===== src/rtl/mul_seq_ctrl.sv =====
// rtl/mul_seq_ctrl.sv - shift-and-add 16x16 (low 16 bits) multiplier sequencer driving a shared ALU
// Optional MUL_SEQ_EARLY_EXIT_EN: leave RUN as soon as the remaining multiplier bits are all zero.
module mul_seq_ctrl (
    input  logic        clk,
    input  logic        rst_n,
    input  logic        start,
    input  logic [15:0] op_a,
    input  logic [15:0] op_b,
    output logic        busy,
    output logic        out_valid,
    input  logic        out_ready,
    output logic [15:0] product,
    output logic        alu_own,
    output logic [4:0]  alu_opcode,
    output logic [1:0]  alu_funct,
    output logic [15:0] alu_rs,
    output logic [15:0] alu_rt,
    input  logic [15:0] alu_res
);

    typedef enum logic [1:0] {
        S_IDLE = 2'd0,
        S_RUN  = 2'd1,
        S_DONE = 2'd2
    } state_t;

    localparam logic [4:0] ALU_OP_MUL_STEP = 5'b11011;
    localparam logic [1:0] ALU_FUNCT_ADD   = 2'b00;

    state_t      r_state;
    state_t      w_state_nxt;
    logic [15:0] r_acc;
    logic [15:0] r_mcand;
    logic [15:0] r_mplr;
    logic [3:0]  r_cnt;
    logic [15:0] w_acc_nxt;
    logic [15:0] w_mcand_nxt;
    logic [15:0] w_mplr_nxt;
    logic [3:0]  w_cnt_nxt;
    logic        w_last;

`ifdef MUL_SEQ_EARLY_EXIT_EN
    assign w_last = (r_cnt == 4'd15) || (r_mplr[15:1] == 15'd0);
`else
    assign w_last = (r_cnt == 4'd15);
`endif

    always_comb begin
        w_state_nxt = r_state;
        w_acc_nxt   = r_acc;
        w_mcand_nxt = r_mcand;
        w_mplr_nxt  = r_mplr;
        w_cnt_nxt   = r_cnt;
        case (r_state)
            S_IDLE: begin
                if (start) begin
                    w_acc_nxt   = 16'd0;
                    w_mcand_nxt = op_a;
                    w_mplr_nxt  = op_b;
                    w_cnt_nxt   = 4'd0;
                    w_state_nxt = S_RUN;
                end
            end
            S_RUN: begin
                // The shared ALU computes acc + shifted multiplicand; carry is dropped.
                if (r_mplr[0]) begin
                    w_acc_nxt = alu_res;
                end
                w_mcand_nxt = r_mcand << 1;
                w_mplr_nxt  = r_mplr >> 1;
                if (w_last) begin
                    w_state_nxt = S_DONE;
                end else begin
                    w_cnt_nxt = r_cnt + 4'd1;
                end
            end
            S_DONE: begin
                if (out_ready) begin
                    w_state_nxt = S_IDLE;
                end
            end
            default: begin
                w_state_nxt = S_IDLE;
            end
        endcase
    end

    always_ff @(posedge clk or negedge rst_n) begin
        if (!rst_n) begin
            r_state <= S_IDLE;
            r_acc   <= 16'd0;
            r_mcand <= 16'd0;
            r_mplr  <= 16'd0;
            r_cnt   <= 4'd0;
        end else begin
            r_state <= w_state_nxt;
            r_acc   <= w_acc_nxt;
            r_mcand <= w_mcand_nxt;
            r_mplr  <= w_mplr_nxt;
            r_cnt   <= w_cnt_nxt;
        end
    end

    assign busy       = (r_state == S_RUN) || (r_state == S_DONE);
    assign out_valid  = (r_state == S_DONE);
    assign product    = r_acc;
    assign alu_own    = (r_state == S_RUN);
    assign alu_opcode = alu_own ? ALU_OP_MUL_STEP : 5'd0;
    assign alu_funct  = ALU_FUNCT_ADD;
    assign alu_rs     = alu_own ? r_acc : 16'd0;
    assign alu_rt     = alu_own ? r_mcand : 16'd0;

endmodule


===== config.mk =====
export PLATFORM = sky130hd
export DESIGN_NAME = mul_seq_ctrl
export DESIGN_NICKNAME = d
export VERILOG_FILES = /design/src/rtl/mul_seq_ctrl.sv
export SDC_FILE = /design/constraint.sdc
export NUM_CORES = 1
export LEC_CHECK = 0
export ABC_CLOCK_PERIOD_IN_PS = 3000
export CORE_MARGIN = 2
export CORE_UTILIZATION = 45
export DETAILED_ROUTE_END_ITERATION = 10
export PLACE_DENSITY = 0.85
export SYNTH_ARGS = -nofsm -noshare
export SYNTH_HDL_FRONTEND = slang
export SYNTH_SLANG_ARGS = --single-unit

===== constraint.sdc =====
create_clock -name clk -period 3 [get_ports clk]
set_input_delay 0.45 -clock clk [delete_from_list [all_inputs] [get_ports clk]]
set_output_delay 0.45 -clock clk [all_outputs]
set_load 0.005 [all_outputs]

# Word level (Yosys, flattened, before mapping)
# Cells that the tools add are included.
# Widths: inputs -> output; s select.
dict set report classes {
  n_reduce_logical 7
  addsub 1
  n_eq_ne 8
  muxes 17
}
# op count
set op_table {}
lappend op_table {{$mux 16} 6}
lappend op_table {{$pmux 16 s2} 3}
lappend op_table {{$reduce_and 3->1} 3}
lappend op_table {{$mux 4} 2}
lappend op_table {{$pmux 4 s2} 1}
lappend op_table {{$mux 2} 3}
lappend op_table {{$ne 2x1->1 const B} 3}
lappend op_table {{$pmux 2 s3} 1}
lappend op_table {{$mux 5} 1}
lappend op_table {{$add 4x1->4 const B} 1}
lappend op_table {{$eq 4x4->1 const B} 1}
lappend op_table {{$ne 2x2->1 const B} 2}
lappend op_table {{$eq 2x1->1 const B} 1}
lappend op_table {{$eq 2x2->1 const B} 1}
lappend op_table {{$logic_not 2->1} 1}
lappend op_table {{$reduce_and 2->1} 1}
lappend op_table {{$reduce_bool 2->1} 1}
lappend op_table {{$logic_or 1x1->1} 1}
dict set report totals {
  word_cells 38
  inputBits 52
  regBits 54
  output_inout_bits 58
}

# Longest topological paths before layout
# Gate-level depths: netlist of the first run.
dict set report logic_depth {
  depth_word 3
  ltp_mapped 7
  ltp_nobuf 5
}

# Least setup slack after synthesis of the first run
# OpenSTA, ideal clock, no wires.
dict set report synth_timing {
  kind {register -> output}
  from {reg r_state[1]}
  to {out alu_rt[15]}
  t_arrival_ns 1.429
  t_required_ns 2.550
  path_buffers 3
  stages_incl_launch_ff 7
  path_slack_ns 1.121
  path_cell_list {dfrtp_1 inv_1 ha_1 buf_4 buf_4 buf_2 and2_1}
}
dict set report synth_between {
  elab_chain_cells 2
}
# item line
set synth_rtl {}
lappend synth_rtl {{from (decl)} 30} ;# state_t r_state;
lappend synth_rtl {{from (signal assigned)} 96} ;# r_state <= w_state_nxt;
lappend synth_rtl {{$eq 2x1->1} 107} ;# assign alu_own = (r_state == S_RUN);
lappend synth_rtl {{via alu_own} 13} ;# output logic alu_own,
lappend synth_rtl {{$mux 16} 111} ;# assign alu_rt = alu_own ? r_mcand : 16'd0;
lappend synth_rtl {{to (decl)} 17} ;# output logic [15:0] alu_rt,
# The timed path passes the listed nets, and every way through them passes these cells.

# Final worst setup path of the first run
dict set report layout_timing {
  from {reg r_state[1]}
  to {out alu_rt[14]}
}
dict set report layout_between {
  elab_chain_cells 2
}
# item line
set layout_rtl {}
lappend layout_rtl {{$eq 2x1->1} 107}
lappend layout_rtl {{$mux 16} 111}
# No other way between the ends.

==> results.json, run 1 <==
{
  "antenna_found_initial": 0,
  "synth_top_area_cell": "dfrtp_1",
  "yosys_most_used_dff": "dfrtp_1",
  "slew_viol_final": 0,
  "critPathMaxFanout": 39,
  "drive_above_1_share_pct": 8.25,
  "ys_seq_area_share_pct": 49.0,
  "drc": 0,
  "p_int_uw": 2270,
  "outcome": "finished clean",
  "grt_pass1_vias": 2163,
  "clk_latency_ns": 0.31,
  "finalClockSkew_ns": 0.00473,
  "grt_overflow": 0,
  "grt_pass1_wl_um": 10100,
  "drt-initial-drc-count": 95,
  "clkTransAtPathRegs_ns": 0.09,
  "netlist_area_um2": 2760,
  "slew_headroom_pct": 57.4,
  "diodes": 0,
  "synth.area.top_cells": "dfrtp_1 49%, o21ai_0 6.9%, mux2i_1 5.8%",
  "multi_input_area_um2": 1190,
  "fmax_mhz": 377,
  "worstMarginPinSlew_ns": 0.626,
  "ctsResizeCount": 0,
  "seqPwrFrac_pct": 35.0,
  "setup_violations": 0,
  "hold_buffers": 0,
  "coreArea_um2": 5920,
  "first_pass_iters": 4,
  "cp-start-kind": "flip-flop",
  "reg2reg_slack_ns": 0.88,
  "cap_violations": 0,
  "synthCells": 295,
  "via_count": 2376,
  "synth_enable_flop_cells": 0,
  "max_stage_delay_ns": 0.52,
  "clkPwrFrac_pct": 12.8,
  "r2r_end": "r_mplr[15]$_DFFE_PN0P_",
  "placement.cell_area_um2": 3810,
  "postCtsSetupRepairBufs": 0,
  "synth_top_area_share_pct": 49.0,
  "async_flop_share_pct": 100,
  "start_util_pct": 46.6,
  "dp_hpwl_um": 4860,
  "via_per_inst": 5.13,
  "finalNetCount": 446,
  "cp.arrival_ns": 2.20,
  "cts_inserted_buffers": 5,
  "ir_drop_mv": 0.523,
  "wl_per_cell_um": 14.1,
  "synth_cell_type_count": 30,
  "synthToLayoutAreaGrowth_pct": 42.0,
  "pin_count": 110,
  "p_sw_share_pct": 38.9,
  "stdcell_area_um2": 3910,
  "htreeDepth": 2,
  "gp_congestion": 0.800,
  "p_switching_uw": 1440,
  "die_y_um": 82.3,
  "fillers": 466,
  "p_per_area_nw_per_um2": 949,
  "drt-total-wl_um": 6530,
  "worstSetupPathType": "flip-flop to primary output",
  "dieArea_um2": 6770,
  "crit_chain": "inv_1, ha_2, buf_4, and2_1, clkdlybuf4s50_1",
  "endpoint_kind": "primary output",
  "reg2regPathDepth": 6,
  "hp-class": "input pin to async pin",
  "row_count": 28,
  "fin_crit_ns": 2.65,
  "dieWidth_um": 82.3,
  "fin_crit_sh_pct": 88.5,
  "seqCellArea_um2": 1350,
  "ant_nets": 0,
  "portBuffers": 106,
  "cp.required_ns": 2.55,
  "yosysWarningCount": 0,
  "rsz0062_at_grt": "no",
  "clockBufferDepth": 2,
  "root_buffer": "clkbuf_8",
  "slowest_stage": "clkdlybuf4s50_1",
  "cts_tree": "built",
  "syn-mean-instance-area_um2": 9.34,
  "hold_violations": 0,
  "reg2reg_from": "r_state[1]$_DFFE_PN0P_",
  "final.setup.tns_ns": 0,
  "yosys_register_bits": 54,
  "pwr-share-comb_pct": 52.1,
  "cts_sinks": 54,
  "grt_max_degree": 40,
  "cellLeakagePower_uw": 0.00164,
  "grt_usage_pct": 20.0
}
## worst max-delay path, delay by kind of cell (launching register included)
family        cells  cell delay [ns]
simple gates      1             0.22
flops             1             0.41
fa+ha+maj         1             0.22
buf+inv           3             1.03
## final cells by class
cell class | instances | share of cell area [%]
Sequential cell | 54 | 34.5
Timing Repair Buffer | 111 | 27.9
Clock buffer | 5 | 1.76
Inverter | 21 | 2.01
Tap cell | 75 | 2.40
Clock inverter | 2 | 0.991
Multi-Input combinational cell | 195 | 30.4
## cells by family (layout without fill, tap and decap cells)
logic type / count (synthesis) / in the layout / synth area share (%)
flops: 54 / 54 / 49.0
simple gates: 98 / 98 / 17.5
fa+ha+maj: 6 / 6 / 2.72
compound gates: 69 / 69 / 14.8
buf+inv: 48 / 139 / 8.67
mux: 19 / 19 / 7.17
other cells: 1 / 3 / 0.136
## Yosys cell counts, types with 2 or more instances
cell / instances
buf_4: 12
nand2_1: 40
nand2b_1: 2
dfrtp_1: 54
o211ai_1: 3
nand4_1: 17
ha_1: 6
inv_1: 20
nor2_1: 16
a21oi_1: 15
nand3_1: 3
and2_1: 16
clkbuf_1: 8
o21ai_0: 38
buf_2: 5
o21ai_2: 10
mux2_2: 2
mux2i_1: 16
## per-layer routing
metal | global-route usage (%) | wire [µm] | share of wire, % | vias up
met3 | 4.67 | 508 | 7.8 | 8
met5 | 0 | 0 | 0 | -
met2 | 34.7 | 3250 | 50 | 80
met1 | 24.3 | 2690 | 41 | 1124
li1 | - | - | - | 1164
met4 | 6.83 | 85 | 1.3 | 0
## through the flow
| step | hold slack (ns) | std cells | utilization (%) | total power [µW] | worst slack [ns] |
|---|---|---|---|---|---|
| after detailed placement | 0.468 | 456 | 64.3 | 3280 | 0.684 |
| after global placement | 0.463 | 456 | 64.3 | 3200 | 0.754 |
| after global routing | 0.188 | 463 | 66.1 | 4020 | 0.199 |
| final | 0.146 | 463 | 66.1 | 3710 | 0.346 |
| after floorplan | 0.154 | 297 | - | 2490 | 1.12 |
| after CTS | 0.165 | 463 | 66.1 | 3760 | 0.325 |
## worst max path at each step
stage                                 from  cells past startpoint          to  slack [ns]
global route        r_state[1]$_DFFE_PN0P_                      5  alu_rt[10]        0.20
CTS                 r_state[1]$_DFFE_PN0P_                      5  alu_rt[10]        0.33
finish              r_state[1]$_DFFE_PN0P_                      5  alu_rt[14]        0.35
detailed placement  r_state[1]$_DFFE_PN0P_                      5  alu_rt[10]        0.68
floorplan           r_state[1]$_DFFE_PN0P_                      6  alu_rt[15]        1.12
global placement    r_state[1]$_DFFE_PN0P_                      5   alu_rt[5]        0.75
## power groups by stage
stage / logic, µW / clock network, µW / registers [µW]
6_report: 1940 / 477 / 1300
5_1_grt: 2150 / 522 / 1340
4_1_cts: 1960 / 491 / 1300
3_5_place_dp: 1960 / 0 / 1320
3_3_place_gp: 1900 / 0 / 1300
2_1_floorplan: 1250 / 0 / 1240
## cells in the final DEF, fill, tap and decap left out, drive strengths merged, types with 2 or more instances in the layout
master / n
dfrtp: 54
nand2: 40
a21oi: 15
o21ai: 48
nand3: 4
nand4: 17
and2: 16
inv: 21
o211ai: 3
clkbuf: 5
clkdlybuf4s50: 105
buf: 6
ha: 6
mux2: 3
mux2i: 16
nand2b: 2
nor2: 16
conb: 3
## state kept, by name (all words and copies together), names as in the netlist
register / count
r_cnt: 4
r_mcand: 16
r_mplr: 16
r_state: 2
product: 16
No activity file was read; power rests on OpenSTA's default activity.
==> inputs of run 2 (changes only) <==
--- a/config.mk
+++ b/config.mk
@@ -7,9 +7,9 @@
 export LEC_CHECK = 0
 export ABC_CLOCK_PERIOD_IN_PS = 3000
 export CORE_MARGIN = 2
-export CORE_UTILIZATION = 45
+export CORE_UTILIZATION = 46
 export DETAILED_ROUTE_END_ITERATION = 10
-export PLACE_DENSITY = 0.85
+export PLACE_DENSITY = 0.86
 export SYNTH_ARGS = -nofsm -noshare
 export SYNTH_HDL_FRONTEND = slang
 export SYNTH_SLANG_ARGS = --single-unit
==> run 2 against run 1 <==
  * Clock power decreased by 6.7%
  * Die area decreased by 2.1%
  * First-iteration DRC count increased by 23%
  * Non-clock buffer count unchanged
  * Final cell count increased by 0.22%
  * Setup slack improved by 0.10 ns
  * Global-route usage decreased by 0.066 points
  * Critical endpoint unchanged
==> results.json, run 2 (synthesized netlist as in run 1, its figures left out) <==
{
  "outcome": "finished clean",
  "drc": 0,
  "cts_tree": "built",
  "htreeDepth": 2,
  "worstMarginPinSlew_ns": 0.606,
  "fin_crit_ns": 2.55,
  "via_count": 2334,
  "portBuffers": 106,
  "mostFrequentLayoutCell": "clkdlybuf4s50_1",
  "cts_sinks": 54,
  "wl_per_cell_um": 13.5,
  "drive_above_1_share_pct": 8.48,
  "r2r_end": "product[1]$_DFFE_PN0P_",
  "ctsResizeCount": 0,
  "grtUsageMet2_pct": 34.4,
  "antenna_found_initial": 0,
  "start_util_pct": 47.1,
  "multi_input_area_um2": 1190,
  "cts_inserted_buffers": 5,
  "first_pass_iters": 4,
  "hp-class": "input pin to async pin",
  "synthToLayoutAreaGrowth_pct": 42.4,
  "drt-total-wl_um": 6280,
  "met1_usage_pct": 25.0,
  "root_buffer": "clkbuf_8",
  "grt_pass1_vias": 2152,
  "placement.cell_area_um2": 3820,
  "slew_headroom_pct": 59.6,
  "gp_congestion": 0.821,
  "coreArea_um2": 5850,
  "pin_count": 110,
  "fin_crit_sh_pct": 85.1,
  "top_usage_layer": "met2",
  "via_per_inst": 5.03,
  "grt_overflow": 0,
  "hold_buffers": 0,
  "grt_usage_pct": 19.9,
  "cp-start-kind": "flip-flop",
  "clk_latency_ns": 0.31,
  "power_uw": 3690,
  "dieArea_um2": 6630,
  "ant_nets": 0,
  "die_y_um": 81.4,
  "grt_pass1_wl_um": 10200,
  "clockBufferDepth": 2,
  "hold_violations": 0,
  "ir_drop_mv": 0.441,
  "drt-initial-drc-count": 117,
  "worstSetupPathType": "flip-flop to primary output",
  "cp.required_ns": 2.55,
  "diodes": 0,
  "slew_viol_final": 0,
  "setup_violations": 0,
  "final.setup.tns_ns": 0,
  "grt_use_met3_pct": 4.18,
  "dp_hpwl_um": 4600,
  "dieWidth_um": 81.4,
  "stdcell_area_um2": 3920,
  "grt_max_degree": 68,
  "p_per_area_nw_per_um2": 941,
  "layout_common_cells": "105 x clkdlybuf4s50_1, 54 x dfrtp_1, 40 x nand2_1",
  "fmax_mhz": 392,
  "rsz0062_at_grt": "no",
  "reg2reg_from": "r_state[1]$_DFFE_PN0P_",
  "reg2reg_slack_ns": 1.04,
  "postCtsSetupRepairBufs": 0,
  "reg2regPathDepth": 6,
  "finalNetCount": 446,
  "clkTransAtPathRegs_ns": 0.09,
  "cellLeakagePower_uw": 0.00165,
  "critPathMaxFanout": 60,
  "cap_violations": 0,
  "row_count": 28,
  "endpoint_kind": "primary output",
  "cp.arrival_ns": 2.10,
  "fillers": 488,
  "seqCellArea_um2": 1350,
  "finalClockSkew_ns": 0.00764
}
-- run 2: cell count changes in the layout (fill, tap and decap cells not counted), sizes merged --
cell | before | now
clkbuf | 5 | 7
bufinv | 1 | 0
-- run 2: how the worst max path moves through the flow --
| stage | from | to | cells past startpoint |
|---|---|---|---|
| 4_1_cts | r_state[1]$_DFFE_PN0P_ | alu_rt[14] | 5 |
| 3_5_place_dp | r_state[1]$_DFFE_PN0P_ | alu_rt[14] | 5 |
| 2_1_floorplan | r_state[1]$_DFFE_PN0P_ | alu_rt[15] | 6 |
| 3_3_place_gp | r_state[1]$_DFFE_PN0P_ | alu_rt[13] | 5 |
| 6_report | r_state[1]$_DFFE_PN0P_ | alu_rt[14] | 5 |
| 5_1_grt | r_state[1]$_DFFE_PN0P_ | alu_rt[14] | 5 |
-- run 2: metrics by stage --
stage | hold slack [ns] | std cells | utilization (%) | setup slack, ns
finish | 0.0853 | 464 | 67.1 | 0.447
global route | 0.102 | 464 | 67.1 | 0.325
CTS | 0.0934 | 464 | 67.1 | 0.428
detailed placement | 0.432 | 456 | 65.3 | 0.773
global placement | 0.428 | 456 | 65.3 | 0.866
floorplan | 0.154 | 297 | - | 1.12
-- run 2: worst max-delay path, cell delays in order (launching register included) --
cell and delay, ns:
dfrtp_1 0.41, inv_1 0.13, ha_2 0.23, buf_12 0.28
and2_1 0.21, clkdlybuf4s50_1 0.53
-- run 2: layout make-up --
class | count | area share, %
flip-flops and latches | 54 | 34.4
multi-input cells | 195 | 30.3
repair buffers | 111 | 28.2
clock buffers | 7 | 2.46
well taps | 75 | 2.39
inverters | 21 | 2.01
clock inverters | 1 | 0.223
-- run 2: metal layers --
metal | up-vias | part of all wire, %
met5 | - | 0
met4 | 0 | 1.0
met3 | 6 | 6.1
met2 | 72 | 50
met1 | 1085 | 43
li1 | 1171 | -
-- run 2: power breakdown --
part           total, µW  internal (µW)  switching [µW]
Combinational       1950            971             976
Clock                445            212             233
Sequential          1300           1070             229
Total               3690           2250            1440
==> inputs of run 3 (changes only) <==
--- a/config.mk
+++ b/config.mk
@@ -5,7 +5,7 @@
 export SDC_FILE = /design/constraint.sdc
 export NUM_CORES = 1
 export LEC_CHECK = 0
-export ABC_CLOCK_PERIOD_IN_PS = 3000
+export ABC_CLOCK_PERIOD_IN_PS = 3200
 export CORE_MARGIN = 2
 export CORE_UTILIZATION = 46
 export DETAILED_ROUTE_END_ITERATION = 10
==> constraint.sdc (replaced) <==
create_clock -name clk -period 3.2 [get_ports clk]
set_input_delay 0.48 -clock clk [delete_from_list [all_inputs] [get_ports clk]]
set_output_delay 0.48 -clock clk [all_outputs]
set_load 0.005 [all_outputs]
==> run 3 against run 2 <==
  * Sequential share of layout area rose by 0.077 points
  * Register-to-register slack gained 0.20 ns
  * Core utilization down 0.15 points
  * Combinational power fell by 7%
  * Power decreased by 5.7%
  * Wire length grew 2.1%
  * Via count up 2.7%
  * Die area is the same
  * Critical path depth is the same
==> results.json, run 3 (synthesized netlist as in run 1, its figures left out) <==
{
  "hp-class": "input pin to async pin",
  "first_pass_iters": 4,
  "drt-total-wl_um": 6410,
  "cap_violations": 0,
  "pre_cts_ws_ns": 0.977,
  "clockBufferDepth": 2,
  "hold_buffers": 0,
  "fillers": 491,
  "portBuffers": 106,
  "slew_viol_final": 0,
  "fmax_mhz": 390,
  "stdcell_area_um2": 3920,
  "via_count": 2396,
  "seqPwrFrac_pct": 34.9,
  "slew_headroom_pct": 33.2,
  "start_util_pct": 47.1,
  "grt_pass1_wl_um": 10600,
  "finalNetCount": 446,
  "htreeDepth": 2,
  "root_buffer": "clkbuf_8",
  "drive_above_1_share_pct": 8.48,
  "max_stage_delay_ns": 0.52,
  "layout.cells.non_filler": 464,
  "cellLeakagePower_uw": 0.00165,
  "reg2reg_slack_ns": 1.24,
  "coreArea_um2": 5850,
  "dieArea_um2": 6630,
  "fin_crit_ns": 2.56,
  "antenna_found_initial": 0,
  "worstMarginPinSlew_ns": 1.00,
  "diodes": 0,
  "postCtsSetupRepairBufs": 0,
  "clkTransAtPathRegs_ns": 0.10,
  "endpoint_kind": "primary output",
  "clk_latency_ns": 0.31,
  "final.setup.tns_ns": 0,
  "cp.required_ns": 2.72,
  "ctsResizeCount": 0,
  "outcome": "finished clean",
  "cts_inserted_buffers": 5,
  "worstSetupPathType": "flip-flop to primary output",
  "ir_drop_mv": 0.521,
  "wl_per_cell_um": 13.8,
  "grt_pass1_vias": 2291,
  "cts_sinks": 54,
  "setup_violations": 0,
  "p_int_uw": 2130,
  "via_per_inst": 5.16,
  "grt_max_degree": 68,
  "fin_crit_sh_pct": 80.1,
  "path_delay_family": "buffers and inverters",
  "critPathMaxFanout": 22,
  "synthToLayoutAreaGrowth_pct": 42.0,
  "p_sw_share_pct": 39.0,
  "mostFrequentLayoutCell": "clkdlybuf4s50_1",
  "cp.arrival_ns": 2.08,
  "ant_nets": 0,
  "rsz0062_at_grt": "no",
  "dieWidth_um": 81.4,
  "p_per_area_nw_per_um2": 890,
  "gp_congestion": 0.706,
  "pwr-share-comb_pct": 52.1,
  "setup_ws_ns": 0.636,
  "placed_cells": 456,
  "cts_tree": "built",
  "worst-path-buf-inv": 3,
  "hold_violations": 0,
  "grt_overflow": 0,
  "grt_usage_pct": 20.4,
  "pin_count": 110,
  "finalClockSkew_ns": 0.00876,
  "layout_common_cells": "105 x clkdlybuf4s50_1, 54 x dfrtp_1, 40 x nand2_1",
  "row_count": 28,
  "placement.cell_area_um2": 3810,
  "drc": 0,
  "p_switching_uw": 1360,
  "cp-start-kind": "flip-flop",
  "clkPwrFrac_pct": 13.0,
  "die_y_um": 81.4,
  "dp_hpwl_um": 4630,
  "drt-initial-drc-count": 79,
  "crit_chain": "inv_1, ha_2, buf_4, and2_1, clkdlybuf4s50_1",
  "slowest_stage": "clkdlybuf4s50_1"
}
-- run 3: changes by cell type in the layout (fill, tap and decap cells not counted), sizes merged --
cell and delta:
clkbuf -2, bufinv +1, clkinv +1
-- run 3: layout make-up --
cell class              instances  area (µm²)  area share [%]
clock buffers                   5        68.8            1.76
clock inverters                 3        40.0            1.02
inverters                      21        78.8            2.01
multi-input cells             195        1190            30.4
flip-flops and latches         54        1350            34.5
well taps                      75        93.8            2.40
repair buffers                111        1090            27.9
-- run 3: power groups by stage --
| stage | clock network (µW) | logic, µW | registers, µW |
|---|---|---|---|
| 2_1_floorplan | 0 | 1170 | 1160 |
| 3_3_place_gp | 0 | 1770 | 1210 |
| 3_5_place_dp | 0 | 1840 | 1220 |
| 4_1_cts | 467 | 1840 | 1210 |
| 5_1_grt | 496 | 2040 | 1260 |
| 6_report | 454 | 1820 | 1210 |
-- run 3: stage by stage --
| stage | total power, µW | hold WS (ns) | util (%) |
|---|---|---|---|
| finish | 3480 | 0.331 | 66.9 |
| global route | 3790 | 0.416 | 66.9 |
| CTS | 3520 | 0.363 | 66.9 |
| detailed placement | 3060 | 0.461 | 65.1 |
| global placement | 2980 | 0.450 | 65.1 |
| floorplan | 2330 | 0.184 | - |
-- run 3: metal layers --
layer | wire (µm) | track usage (%)
met5 | 0 | 0
met4 | 102 | 6.44
met3 | 418 | 5.27
met2 | 3150 | 35.0
met1 | 2740 | 25.3
-- run 3: path summary, 6_finish.rpt --
path	from	end	cells past startpoint
setup / recovery	r_state[1]$_DFFE_PN0P_	alu_rt[0]	5
hold / removal	rst_n	r_state[0]$_DFFE_PN0P_	1
setup reg to reg	r_state[0]$_DFFE_PN0P_	r_mplr[1]$_DFFE_PN0P_	5
hold reg to reg	r_mcand[15]$_DFFE_PN0P_	r_mcand[15]$_DFFE_PN0P_	2
max in group asynchronous	rst_n	r_mplr[13]$_DFFE_PN0P_	2
min in group clk	r_mcand[15]$_DFFE_PN0P_	r_mcand[15]$_DFFE_PN0P_	2
-- run 3: worst register-to-register path, stage by stage, from the launching register on --
cell and delay [ns]:
dfrtp_1 0.43, inv_1 0.12, ha_1 0.31, mux2i_4 0.26, buf_4 0.47, o21ai_0 0.22
